==> src/rtl/aes_block_ctrl_if.sv <==
// Job/result stream bundle between the command FIFO side (master) and the
// AES block controller (slave). Input jobs and output results each use a
// valid/ready handshake.
interface aes_block_ctrl_if #(
  parameter int BLK_S = 128
);
  logic             in_valid;
  logic             in_ready;
  logic             in_decrypt;
  logic             in_key256;
  logic [BLK_S-1:0] in_block;
  logic             out_valid;
  logic             out_ready;
  logic [BLK_S-1:0] out_block;
  logic             out_decrypt;

  modport master (
    output in_valid, in_decrypt, in_key256, in_block, out_ready,
    input  in_ready, out_valid, out_block, out_decrypt
  );

  modport slave (
    input  in_valid, in_decrypt, in_key256, in_block, out_ready,
    output in_ready, out_valid, out_block, out_decrypt
  );
endinterface

==> src/rtl/aes_block_ctrl.sv <==
// AES block controller: accepts one encrypt/decrypt job at a time, kicks the
// cipher or decipher core, muxes the active core's round-key index onto the
// shared round-key SRAM read port and holds the result until taken.
// Optional watchdog: define AES_CTRL_TIMEOUT_EN to abort a job whose core
// never signals completion (err pulses, no result is produced).
//
// state | meaning
// IDLE  | waiting for a job; in_ready = !key_busy
// START | one-cycle enable pulse to the selected core
// RUN   | core iterating rounds; waiting for its en_o
// DONE  | result held on the output until out_ready
module aes_block_ctrl #(
  parameter int BLK_S    = 128,
  parameter int KEY_NO_W = 4
`ifdef AES_CTRL_TIMEOUT_EN
  , parameter int TIMEOUT_CYCLES = 31
`endif
) (
  input  logic                clk,
  input  logic                reset,
  aes_block_ctrl_if.slave     bus,
  input  logic                key_busy,
  output logic                err,
  output logic                c_en,
  output logic [KEY_NO_W-1:0] c_rounds_total,
  output logic [BLK_S-1:0]    c_plaintext,
  input  logic [BLK_S-1:0]    c_ciphertext,
  input  logic [KEY_NO_W-1:0] c_round_key_no,
  input  logic                c_en_o,
  output logic                d_en,
  output logic [KEY_NO_W-1:0] d_rounds_total,
  output logic [BLK_S-1:0]    d_ciphertext,
  input  logic [BLK_S-1:0]    d_plaintext,
  input  logic [KEY_NO_W-1:0] d_round_key_no,
  input  logic                d_en_o,
  output logic [KEY_NO_W:0]   key_sram_addr,
  input  logic [BLK_S-1:0]    key_sram_rdata,
  output logic [BLK_S-1:0]    round_key
);

  localparam logic [KEY_NO_W-1:0] NR_128 = KEY_NO_W'(10);
  localparam logic [KEY_NO_W-1:0] NR_256 = KEY_NO_W'(14);

  typedef enum logic [1:0] {IDLE, START, RUN, DONE} state_t;

  state_t             state;
  logic               op_q;
  logic               key256_q;
  logic               out_valid_q;
  logic [BLK_S-1:0]   out_block_q;
  logic               out_decrypt_q;
  logic               in_ready_w;
  logic               sel_en_o;
  logic [BLK_S-1:0]   sel_out;
  logic [KEY_NO_W-1:0] nr_sel;

  // Acceptance is combinational so a key_busy drop can be taken the same cycle.
  assign in_ready_w = (state == IDLE) && !key_busy && !reset;
  assign sel_en_o   = op_q ? d_en_o : c_en_o;
  assign sel_out    = op_q ? d_plaintext : c_ciphertext;
  assign nr_sel     = bus.in_key256 ? NR_256 : NR_128;

  assign bus.in_ready    = in_ready_w;
  assign bus.out_valid   = out_valid_q;
  assign bus.out_block   = out_block_q;
  assign bus.out_decrypt = out_decrypt_q;

  // The SRAM port always follows the core chosen by the latched operation.
  assign key_sram_addr = {key256_q, op_q ? d_round_key_no : c_round_key_no};
  assign round_key     = key_sram_rdata;

`ifdef AES_CTRL_TIMEOUT_EN
  localparam logic [4:0] TMO_LAST = 5'(TIMEOUT_CYCLES - 1);
  logic [4:0] tmo_cnt;
  logic       err_q;
  assign err = err_q;
`else
  assign err = 1'b0;
`endif

  // Job sequencer with registered core enables and result hold.
  always_ff @(posedge clk) begin
    if (reset) begin
      state          <= IDLE;
      op_q           <= 1'b0;
      key256_q       <= 1'b0;
      c_en           <= 1'b0;
      d_en           <= 1'b0;
      c_rounds_total <= '0;
      d_rounds_total <= '0;
      c_plaintext    <= '0;
      d_ciphertext   <= '0;
      out_valid_q    <= 1'b0;
      out_block_q    <= '0;
      out_decrypt_q  <= 1'b0;
`ifdef AES_CTRL_TIMEOUT_EN
      tmo_cnt        <= '0;
      err_q          <= 1'b0;
`endif
    end else begin
      c_en <= 1'b0;
      d_en <= 1'b0;
`ifdef AES_CTRL_TIMEOUT_EN
      err_q <= 1'b0;
`endif
      case (state)
        IDLE: begin
          if (bus.in_valid && in_ready_w) begin
            op_q     <= bus.in_decrypt;
            key256_q <= bus.in_key256;
            if (bus.in_decrypt) begin
              d_en           <= 1'b1;
              d_ciphertext   <= bus.in_block;
              d_rounds_total <= nr_sel;
            end else begin
              c_en           <= 1'b1;
              c_plaintext    <= bus.in_block;
              c_rounds_total <= nr_sel;
            end
            state <= START;
          end
        end
        START: begin
`ifdef AES_CTRL_TIMEOUT_EN
          tmo_cnt <= '0;
`endif
          state <= RUN;
        end
        RUN: begin
          if (sel_en_o) begin
            out_block_q   <= sel_out;
            out_decrypt_q <= op_q;
            out_valid_q   <= 1'b1;
            state         <= DONE;
          end
`ifdef AES_CTRL_TIMEOUT_EN
          else if (tmo_cnt == TMO_LAST) begin
            err_q <= 1'b1;
            state <= IDLE;
          end else begin
            tmo_cnt <= tmo_cnt + 5'd1;
          end
`endif
        end
        DONE: begin
          if (bus.out_ready) begin
            out_valid_q <= 1'b0;
            state       <= IDLE;
          end
        end
        default: state <= IDLE;
      endcase
    end
  end

endmodule

==> src/flat_wrapper.sv <==
// flat-port wrapper written by rule: the top's interface ports become plain ports
module aes_block_ctrl_flat 
#(
  parameter int BLK_S    = 128,
  parameter int KEY_NO_W = 4

)
  (clk, reset, key_busy, err, c_en, c_rounds_total, c_plaintext, c_ciphertext, c_round_key_no, c_en_o, d_en, d_rounds_total, d_ciphertext, d_plaintext, d_round_key_no, d_en_o, key_sram_addr, key_sram_rdata, round_key, bus_in_valid, bus_in_decrypt, bus_in_key256, bus_in_block, bus_out_ready, bus_in_ready, bus_out_valid, bus_out_block, bus_out_decrypt);
  aes_block_ctrl_if #(.BLK_S(BLK_S)) bus_i ();
  input  logic clk;
  input  logic reset;
  input  logic key_busy;
  output logic err;
  output logic c_en;
  output logic [KEY_NO_W-1:0] c_rounds_total;
  output logic [BLK_S-1:0] c_plaintext;
  input  logic [BLK_S-1:0] c_ciphertext;
  input  logic [KEY_NO_W-1:0] c_round_key_no;
  input  logic c_en_o;
  output logic d_en;
  output logic [KEY_NO_W-1:0] d_rounds_total;
  output logic [BLK_S-1:0] d_ciphertext;
  input  logic [BLK_S-1:0] d_plaintext;
  input  logic [KEY_NO_W-1:0] d_round_key_no;
  input  logic d_en_o;
  output logic [KEY_NO_W:0] key_sram_addr;
  input  logic [BLK_S-1:0] key_sram_rdata;
  output logic [BLK_S-1:0] round_key;
  input wire logic [$bits(bus_i.in_valid)-1:0] bus_in_valid;
  input wire logic [$bits(bus_i.in_decrypt)-1:0] bus_in_decrypt;
  input wire logic [$bits(bus_i.in_key256)-1:0] bus_in_key256;
  input wire logic [$bits(bus_i.in_block)-1:0] bus_in_block;
  input wire logic [$bits(bus_i.out_ready)-1:0] bus_out_ready;
  output wire logic [$bits(bus_i.in_ready)-1:0] bus_in_ready;
  output wire logic [$bits(bus_i.out_valid)-1:0] bus_out_valid;
  output wire logic [$bits(bus_i.out_block)-1:0] bus_out_block;
  output wire logic [$bits(bus_i.out_decrypt)-1:0] bus_out_decrypt;
  assign bus_i.in_valid = bus_in_valid;
  assign bus_i.in_decrypt = bus_in_decrypt;
  assign bus_i.in_key256 = bus_in_key256;
  assign bus_i.in_block = bus_in_block;
  assign bus_i.out_ready = bus_out_ready;
  assign bus_in_ready = bus_i.in_ready;
  assign bus_out_valid = bus_i.out_valid;
  assign bus_out_block = bus_i.out_block;
  assign bus_out_decrypt = bus_i.out_decrypt;
  aes_block_ctrl #(.BLK_S(BLK_S), .KEY_NO_W(KEY_NO_W)) u_core (.clk(clk), .reset(reset), .bus(bus_i), .key_busy(key_busy), .err(err), .c_en(c_en), .c_rounds_total(c_rounds_total), .c_plaintext(c_plaintext), .c_ciphertext(c_ciphertext), .c_round_key_no(c_round_key_no), .c_en_o(c_en_o), .d_en(d_en), .d_rounds_total(d_rounds_total), .d_ciphertext(d_ciphertext), .d_plaintext(d_plaintext), .d_round_key_no(d_round_key_no), .d_en_o(d_en_o), .key_sram_addr(key_sram_addr), .key_sram_rdata(key_sram_rdata), .round_key(round_key));
endmodule
==> config.mk <==
export PLATFORM = sky130hd
export DESIGN_NAME = aes_block_ctrl_flat
export DESIGN_NICKNAME = d
export VERILOG_FILES = /design/src/rtl/aes_block_ctrl_if.sv /design/src/rtl/aes_block_ctrl.sv /design/src/flat_wrapper.sv
export SDC_FILE = /design/constraint.sdc
export NUM_CORES = 1
export LEC_CHECK = 0
export BUFFER_PORTS_ARGS = -buffer_cell sky130_fd_sc_hd__buf_4
export CAP_MARGIN = 10
export CORE_AREA = 5 5 409 411
export CTS_CLUSTER_DIAMETER = 200
export DETAILED_ROUTE_END_ITERATION = 10
export DIE_AREA = 0 0 414 416
export PLACE_DENSITY = 0.3
export SKIP_CTS_REPAIR_TIMING = 1
export SYNTH_ARGS = -nofsm -noshare
export SYNTH_HDL_FRONTEND = slang
export SYNTH_SLANG_ARGS = --single-unit
export TNS_END_PERCENT = 30
==> constraint.sdc <==
create_clock -name clk -period 1.6 [get_ports clk]
set_input_delay 0.08 -clock clk [delete_from_list [all_inputs] [get_ports clk]]
set_output_delay 0.08 -clock clk [all_outputs]
set_load 0.005 [all_outputs]
==> results.sh <==
export IMPL_outcome="finished with violations"
export IMPL_failed_checks="setup timing"
export IMPL_cts_buffer_depth=3
export IMPL_cp_max_fo=6
export IMPL_io_buffers=800
export IMPL_cts_tree="built"
export IMPL_gp_congestion=0.752
export IMPL_hold_viol_final=0
export IMPL_wl_per_cell_um=20.6
export IMPL_cts_buffers=57
export IMPL_antenna_found_initial=9
export IMPL_r2r_cells=6
export IMPL_cts_root_buf="clkbuf_16"
export IMPL_grt_pass1_wl_um=139000
export IMPL_firstDrtPassIters=4
export IMPL_startpoint="u_core.op_q"
export IMPL_fin_ws_ns=-0.225
export IMPL_core_area_um2=164000
export IMPL_fin_setup_tns_ns=-31.87
export IMPL_die_y_um=416
export IMPL_syn_avg_cell_area_um2=9.06
export IMPL_overflow=0
export IMPL_async_flop_share=0
export IMPL_synthToLayoutAreaGrowth_pct=99.5
export IMPL_io_pins=1060
export IMPL_arrival_ns=1.74
export IMPL_peakVddDrop_mv=0.729
export IMPL_track_usage=0.108
export IMPL_cp_endpoint="key_sram_addr[0]"
export IMPL_final_layout_size_suffix_gt1_frac=0.491
export IMPL_synth_common_cells="396 x dfxtp_1, 388 x a21oi_1, 258 x nand3_1"
export IMPL_vias_per_cell=3.64
export IMPL_synth_seq_cells=396
export IMPL_dr_first_iter_drc_count=641
export IMPL_r2r_end="u_core.bus.out_block[0]"
export IMPL_route_antenna_remaining_nets=0
export IMPL_tightestPinTransition_ns=0.681
export IMPL_hpwlAfterDp_um=75100
export IMPL_instances_no_fill=5310
export IMPL_p_per_area_nw_per_um2=944
export IMPL_num_rows=149
export IMPL_relSlewSlack=0.546
export IMPL_start_util=0.108
export IMPL_end_kind="primary output"
export IMPL_rsz0062_at_grt="true"
export IMPL_grt_max_degree=100
export IMPL_drt_total_wl_um=110000
export IMPL_grt_pass1_vias=18000
export IMPL_nFillCells=17900
export IMPL_crit_required_ns=1.52
export IMPL_hp_class="primary input to register"
export IMPL_finish_net_count=3605
export IMPL_clock_fmax_mhz=548
export IMPL_setup_viol=383
export IMPL_clock_sinks=396
export IMPL_hold_depth=5
export IMPL_start_kind="register"
export IMPL_synth_top_cell_area_share=0.449
export IMPL_yosysSeqAreaShare=0.449
export IMPL_yosysTopAreaCell="dfxtp_1"
export IMPL_synth_edf_count=0
export IMPL_final_max_slew_viol_count=0
export IMPL_dp_cells=4735
export IMPL_clk_pin_slew_ns=0.05
export IMPL_skew_ns=0.0275
export IMPL_rrSetupSlack_ns=-0.17
export IMPL_dpl_worst_slack_ns=-0.193
export IMPL_yosysUniqueCellTypes=35
export IMPL_syn_area_um2=17700
export IMPL_period_share=1.14
export IMPL_htreeDepth=2
export IMPL_r2r_start="u_core.op_q"
export IMPL_p_leak_nw=12.9
export IMPL_synth_area_top_cells="dfxtp_1 45%, a21oi_1 11%, a211oi_2 8.5%, mux2i_1 7.5%, nand3_1 7.3%"
export IMPL_via_count=19300
export IMPL_crit_type="register to primary output"
export IMPL_yosysMostFrequentCell="dfxtp_1"
export IMPL_synth_ff_type="dfxtp_1"
export IMPL_die_width_um=414
export IMPL_yosys_warnings=0
export IMPL_period_needed_ns=1.82
export IMPL_drc=0
export IMPL_syn_inst=1950
export IMPL_die_area_um2=172000
export IMPL_maxCapViolCount=0
export IMPL_worstSkewPairLatency_ns=0.65
-- kinds of logic (layout without fill, tap and decap cells) --
group / after synthesis / count (layout) / synth area share
buf+inv: 355 / 1518 / 0.117
fa+ha+maj: 3 / 3 / 0.00212
mux: 137 / 137 / 0.0782
compound gates: 782 / 782 / 0.275
other cells: 1 / 9 / 0.000212
simple gates: 276 / 276 / 0.0791
flops: 396 / 396 / 0.449
-- final cells by class --
cell class / count / area (um^2) / area share
inverter: 4 / 22.5 / 0.000639
clock buffer: 84 / 1680 / 0.0476
antenna: 6 / 15.0 / 0.000426
timing repair buffer: 1413 / 13200 / 0.374
tap: 2189 / 2740 / 0.0777
multi-input combinational: 1201 / 9480 / 0.269
sequential: 396 / 7930 / 0.225
clock inverter: 17 / 195 / 0.00554
-- per-layer routing --
metal	vias up	share of wire	GRT usage
li1	9230	-	-
met1	9260	0.40	0.121
met2	676	0.48	0.177
met3	157	0.090	0.0572
met4	4	0.033	0.0344
met5	-	0.00019	0
-- power breakdown --
part | switching (mW) | internal (mW)
logic | 4.59 | 4.80
clock network | 5.33 | 7.58
registers | 0.422 | 10.5
-- flip-flops by register name (all words and copies together), names as in the netlist --
register                count
u_core.op_q                 1
u_core.c_plaintext        128
u_core.d_ciphertext       128
u_core.bus.out_block      128
u_core.c_rounds_total       2
u_core.d_en                 1
u_core.state                2
u_core.bus.out_decrypt      1
u_core.key256_q             1
u_core.d_rounds_total       2
u_core.c_en                 1
u_core.bus.out_valid        1
-- worst min-delay path by stage --
stage                        start                     end  slack, ns
6_report                     reset    u_core.bus.out_valid       0.05
5_1_grt                      reset    u_core.bus.out_valid       0.08
3_3_place_gp   key_sram_rdata[101]          round_key[101]       0.16
4_1_cts           bus_in_block[88]  u_core.c_plaintext[88]      -0.39
2_1_floorplan             key_busy            bus_in_ready       0.19
3_5_place_dp   key_sram_rdata[101]          round_key[101]       0.16
-- metrics by stage --
stage	instance area [um^2]	hold slack [ns]	power (mW)	util
2_1_floorplan	17700	0.193	14.5	-
3_3_place_gp	26100	0.160	18.3	0.159
3_5_place_dp	26100	0.160	18.3	0.159
4_1_cts	28000	-0.393	31.7	0.171
5_1_grt	35200	0.0806	35.1	0.215
6_report	35200	0.0480	33.3	0.215
-- worst max-delay path, stage by stage (launching register included) --
cell and delay (ns):
dfxtp_4 0.39, buf_16 0.13, buf_12 0.12, mux2_4 0.32, buf_6 0.12
-- placed cells by master, fill, tap and decap left out, drive strengths merged, types with 2 or more instances in the layout --
cell type and instances:
a211oi 128, a21oi 388, buf 986, bufinv 2
clkbuf 118, clkinv 10, conb 3, dfxtp 396
diode 6, dlygate4sd3 393, ha 3, inv 9
mux2 5, mux2i 132, nand2 4, nand3 258
nor2 6, o21a 2, o21ai 259
Note: power is estimated with default switching activity, not from simulation.
